<file path="src/rtl/mux2_1.sv">
// Parameterised 2:1 word mux with a combinational result, a one-cycle registered
// copy, a registered select, and a saturating counter of sampled select transitions.

module mux2_1_lane (
  input  logic i_a,
  input  logic i_b,
  input  logic i_sel,
  output logic o_y
);
  assign o_y = i_sel ? i_b : i_a;
endmodule

module mux2_1 #(
  parameter int N     = 31,
  parameter int CNT_W = 16
) (
  input  logic             clk,
  input  logic             rst,
  input  logic [N:0]       in1,
  input  logic [N:0]       in2,
  input  logic             sel,
  output logic [N:0]       out_mux,
  output logic [N:0]       out_mux_q,
  output logic             sel_q,
  output logic [CNT_W-1:0] toggle_cnt
);

  logic [N:0]       w_mux;
  logic             w_toggle;
  logic             w_sat;
  logic [N:0]       r_out_q;
  logic             r_sel_q;
  logic [CNT_W-1:0] r_cnt;

  // One lane per bit, all driven by the same select so the word never mixes.
  genvar g;
  generate
    for (g = 0; g <= N; g++) begin : g_lane
      mux2_1_lane u_lane (
        .i_a  (in1[g]),
        .i_b  (in2[g]),
        .i_sel(sel),
        .o_y  (w_mux[g])
      );
    end
  endgenerate

  assign out_mux  = w_mux;
  assign w_toggle = sel ^ r_sel_q;
  assign w_sat    = &r_cnt;

  // After reset r_sel_q is 0, so a high sel on the first live edge counts once.
  always_ff @(posedge clk) begin
    if (rst) begin
      r_out_q <= '0;
      r_sel_q <= 1'b0;
      r_cnt   <= '0;
    end else begin
      r_out_q <= w_mux;
      r_sel_q <= sel;
      if (w_toggle && !w_sat) r_cnt <= r_cnt + CNT_W'(1);
    end
  end

  assign out_mux_q  = r_out_q;
  assign sel_q      = r_sel_q;
  assign toggle_cnt = r_cnt;

endmodule

</file>
<file path="config.mk">
export PLATFORM = sky130hd
export DESIGN_NAME = mux2_1
export DESIGN_NICKNAME = d
export VERILOG_FILES = /design/src/rtl/mux2_1.sv
export SDC_FILE = /design/constraint.sdc
export NUM_CORES = 1
export LEC_CHECK = 0
export CAP_MARGIN = 20
export CORE_MARGIN = 1
export CORE_UTILIZATION = 40
export CTS_BUF_LIST = sky130_fd_sc_hd__clkbuf_2 sky130_fd_sc_hd__clkbuf_4 sky130_fd_sc_hd__clkbuf_8
export CTS_CLUSTER_SIZE = 20
export DETAILED_ROUTE_END_ITERATION = 8
export GPL_ROUTABILITY_DRIVEN = 0
export PLACE_DENSITY = 0.87
export SYNTH_ARGS = -nofsm -noshare
export SYNTH_HDL_FRONTEND = slang
export SYNTH_SLANG_ARGS = --single-unit
</file>
<file path="constraint.sdc">
create_clock -name clk -period 4.7 [get_ports clk]
set_input_delay 0.94 -clock clk [delete_from_list [all_inputs] [get_ports clk]]
set_output_delay 0.94 -clock clk [all_outputs]
set_load 0.02 [all_outputs]
</file>
==> impl_results.md <==
- Status: complete, no violations
- Initial Util: 41.77%
- Crit path buffers/inverters: 2
- Vias per Instance: around 4.9
- Initial antenna violation count: 0
- Cells after Synth: between 200 and 250
- CP Max Fanout: 34
- Worst-Skew Late Latency: between 200 and 300 ps
- Slew HR: 39.89%
- Largest net degree at the start of global routing: 51
- TritonRoute pass-1 iters: 4
- Final Setup Violations: 0
- Final min period: 3487 ps
- Hold endpoint: toggle_cnt[15]$_SDFFE_PP0P_
- Synth area leader: dfxtp_1
- Post-layout util: 66.08%
- Routed WL: 5647 um
- R2R cell count: 5
- Number of CTS-inserted buffers: 5
- Fmax: around 290 MHz
- Critical-path cell list: buf_2 -> mux2_2 -> clkdlybuf4s50_1
- Crit Path Category: in -> out
- Synthesis Warnings: 0
- Post-synth top area share: 42.13%
- Register bit count reported by yosys: 49
- Post-synth cell types: 31
- CP Data Required Time: 3760 ps
- Setup TNS: 0 ps
- Die W: 78.30 um
- Synth top cells by count: 49 x dfxtp_1, 34 x nor2b_1, 33 x buf_4, 33 x mux2_2, 13 x a21oi_1
- Post-DR wirelength/cell: around 14 um
- Post-synthesis area per instance: 10.08 um^2
- CTS Buffer Depth: 2
- Nets@finish: 410
- Sequential area share after synthesis: between 40% and 50%
- Reg clk slew, reported paths: 90 ps
- Critical path capture point type: primary output
- Hold path depth: 2
- Min-delay worst type: reg -> reg
- WP data arrival: around 2600 ps
- Number of max-cap violations: 0
- Leakage: between 1 and 1.5 nW
- PortBufs: 147
- Gr usage total: 19.15%
- Pins Over Slew Limit: 0
- Row count: 27
- # IOs: 148
- Post-synth EDFFs: 0
- DR DRC count: 0
- Top-count cell post-synth: dfxtp_1
- CTS tree: built
- Synth-to-Final Area Change: 58.19%
- Post-CTS setup buffers: 0
- Core Footprint: 0.005574 mm^2
- R2R Path End: toggle_cnt[7]$_SDFFE_PP0P_
- HPWL after detailed placement: about 4300 um
- First-pass GRT wire length: 9211 um
- Root Buffer: clkbuf_8
- Power per cell area: 260.1 mW/mm^2
- Final period util: 74.20%
- Slowest cell on crit path: buf_2
- Fill cell count: 474
- Final Hold Fails: 0
- Vias in the first global route: 2063
- R2R setup slack: between 2000 and 3000 ps
- CTS resizes: 0
- Slew @ Worst Pin: 901.6 ps
- Post-synthesis cell area: 0.002328 mm^2
- GR Overflow Total: 0
- Detailed Route Iter0 Violations: 57
- RSZ-0062 raised after global routing: no
- Reg2Reg Launch Point: toggle_cnt[0]$_SDFFE_PP0P_
- Proportion of layout cells with a drive suffix above 1: 14.91%
- Die Ht: 78.30 um
- WP depth: 3
- ANT nets after route: 0
- Worst hold path startpoint: toggle_cnt[15]$_SDFFE_PP0P_
- Die area: 0.006130 mm^2
- Synth Flop Type: dfxtp_1
- Area contributors post-synth: dfxtp_1 42%, mux2_2 16%, buf_4 11%
- Synth Net Count: 299
- H-Tree Depth: 2
- Clock sink count: 49
- Critical path launch point type: input pin
- Setup Skew: 10.59 ps
- Worst vdd ir: 0.0001709 V
- Async SR Flop Fraction: 0%
- Antenna fix cells: 0
- Hold buffer count at cts: 0
- Vias: 2015
- Largest delay share family, worst path: buffers and inverters
- Delay of the slowest cell on the worst path: 610 ps
cells by family (layout without fill, tap and decap cells):
logic type / count (synthesis) / in the layout / share of synthesized area (%)
muxes: 34 / 34 / 16.39
and+or+nand+nor: 72 / 72 / 19.61
DFF: 49 / 49 / 42.13
buffers and inverters: 46 / 157 / 12.79
xor gates and xnor gates: 2 / 2 / 1.075
adders and majority gates: 1 / 1 / 0.5373
AOI/OAI and AO/OA: 27 / 27 / 7.469
worst max path at each step:
stage,start,to
2_1_floorplan,sel,out_mux[18]
3_3_place_gp,sel,out_mux[1]
3_5_place_dp,sel,out_mux[1]
4_1_cts,sel,out_mux[1]
5_1_grt,sel,out_mux[1]
6_report,sel,out_mux[1]
placed cells by master (no fill, tap or decap), drive strengths merged, types with 3 or more instances in the layout:
cell type,count
mux2,33
nand3,4
or4,6
nand2,4
o21ai,7
nor2,4
inv,3
a21oi,13
dfxtp,49
or3,9
clkdlybuf4s50,145
nor2b,34
nand4,5
clkbuf,7
o31ai,5
worst register-to-register path, stage by stage (launching register included):
cell and delay, ps:
dfxtp_1 430, ha_1 200, nand3_1 150, o41ai_4 780, or4_1 220, a21oi_1 60
per-stage QoR:
step           std cells  total power [mW]  hold slack [ps]  setup WS, ps  area, um^2
4_1_cts              414            0.9729            527.2          1186        3684
3_3_place_gp         407            0.7143            494.2          1228        3593
5_1_grt              414             1.003            562.4          1135        3684
6_report             414            0.9582            528.1          1213        3684
3_5_place_dp         407            0.7198            513.8          1197        3593
2_1_floorplan        231            0.6015            568.1          1780        2328
routing by layer:
layer,up-vias,GRT usage [%],routed length (um)
li1,985,-,-
met1,932,18.48,2057
met2,90,37.19,3062
met3,8,6.163,442
met4,0,7.407,85
met5,-,0,0
layout make-up:
cell class	count	area, um^2	area share [%]
clock buffer	7	90.09	2.446
inverter	3	11.26	0.3057
timing repair buffer	147	1461	39.67
multi-input combinational	136	1050	28.50
tap	72	90.09	2.446
sequential	49	980.9	26.63
where the power goes:
group	switching (mW)	internal [mW]
registers	0.00858	0.436
logic	0.113	0.151
clock network	0.127	0.123
registers in the layout (all words and copies together) (netlist names):
register / cells
toggle_cnt: 16
out_mux_q: 32
sel_q: 1
(Power assumes the default switching activity.)
==> RTL change (config.mk and constraints unchanged) <==
Register the output `out_mux`, without a reset; this adds one clock of latency there. The other outputs are not delayed to match.
--- a/src/rtl/mux2_1.sv
+++ b/src/rtl/mux2_1.sv
@@ -45,7 +45,9 @@
     end
   endgenerate
 
-  assign out_mux  = w_mux;
+  always_ff @(posedge clk) begin
+    out_mux <= w_mux;
+  end
   assign w_toggle = sel ^ r_sel_q;
   assign w_sat    = &r_cnt;
 
Behaviour: not the same (Yosys sat finds a counterexample within 4 cycles, from zero or initial values and one cycle with rst high).
==> RTL change against the original RTL <==
The run now ends with DRC left; clock power up 110%; final area up 21%; routed wire length up 17%; cell count up 11%; area after synthesis up 18%; total power up 59%; register-to-register slack better by 0.11 ns; setup slack better by 1.0 ns; sequential cell count up 32.
==> RTL change: results (changes against the original RTL) <==
TOTALPOWERFINAL_mW=1.52  # +59%
MULTI_INPUT_AREA_SHARE=0.236  # -0.0495
NUMPLACEDINSTANCES=444  # +9.1%
POWER_SEQUENTIAL_mW=0.743  # +67%
FINALNETCOUNT=446  # +8.8%
DRT_FIRST_ITER_VIOLATIONS=64  # +12%
SYNTH_SEQUENTIAL_AREA_RATIO=0.590  # +0.169
LAYOUT.NON_CLOCK_BUFFERS=148  # +0.68%
SYNTH.TOP_CELLS.BY_AREA='sky130_fd_sc_hd__dfxtp_1, sky130_fd_sc_hd__mux2_2, sky130_fd_sc_hd__nor2b_1'
PLACEMENTROWS=29  # +7.4%
FAILING_CHECKS='DRC'
INVERTERS_EXCL_CLOCK=2  # -1
SIGNAL_BUFFERS_SHARE_OF_AREA=0.330  # -0.0664
GRT_FIRST_PASS_WIRELENGTH_UM=10900  # +18%
REMAINING_DRC_ERRORS=7  # +7
FILLER_INSTANCES=488  # +3.0%
AREAGROWTHSYNTHTOFINISH_PCT=61.8
REG2REG_SETUP_SLACK_NS=2.81  # +0.11 ns
RUN_STATUS='finished with violations'
LAYOUT-DRIVE-GT1-SHARE=0.157  # +0.00754
FINAL-SEQ-AREA_UM2=1620  # +65%
GRT_PASS1_VIAS=2414  # +17%
CTS_SINKS=81  # +65%
CLOCKNETWORKAREASHARE=0.0461  # +0.0217
GROUTE.USAGE.OVERALL=0.195  # +0.00358
POWER_LEAKAGE_nW=1.66  # +25%
WHS_NS=0.516  # -0.0118 ns
RTL change: cell count changes after synthesis, moves of 2 or more:
cell	delta
sky130_fd_sc_hd__clkbuf_1	+2
sky130_fd_sc_hd__buf_4	-31
sky130_fd_sc_hd__o21ai_1	+5
sky130_fd_sc_hd__nand3_1	-2
sky130_fd_sc_hd__dfxtp_1	+32
sky130_fd_sc_hd__o21ai_0	-6
sky130_fd_sc_hd__or2_2	-2
sky130_fd_sc_hd__buf_1	-3
sky130_fd_sc_hd__nand4_2	+3
sky130_fd_sc_hd__and4_1	+2
RTL change: logic make-up (layout without fill, tap and decap cells):
kind of cell | count (synthesis) | after routing | synth area share
flip-flops | 81 | 81 | 0.590
AND/OR/NAND/NOR | 71 | 71 | 0.166
multiplexers | 34 | 34 | 0.139
XOR/XNOR | 2 | 2 | 0.00911
buffers and inverters | 14 | 166 | 0.0287
AO/OA/AOI/OAI | 28 | 28 | 0.0628
adder cells (fa/ha/maj) | 1 | 1 | 0.00455
RTL change: routing by layer:
layer | vias to the layer above | routed length (µm) | global-route usage
met2 | 99 | 3450 | 0.357
met4 | 0 | 187 | 0.105
met3 | 17 | 546 | 0.0730
li1 | 1100 | - | -
met5 | - | 0 | 0
met1 | 1106 | 2440 | 0.191
RTL change: worst max path at each step:
stage | cells past startpoint | slack [ns] | to
after global routing | 6 | 2.09 | toggle_cnt[15]
after global placement | 6 | 1.96 | toggle_cnt[15]
final | 6 | 2.24 | toggle_cnt[15]
after CTS | 6 | 2.24 | toggle_cnt[15]
after floorplan | 6 | 2.54 | toggle_cnt[14]
after detailed placement | 6 | 1.88 | toggle_cnt[15]
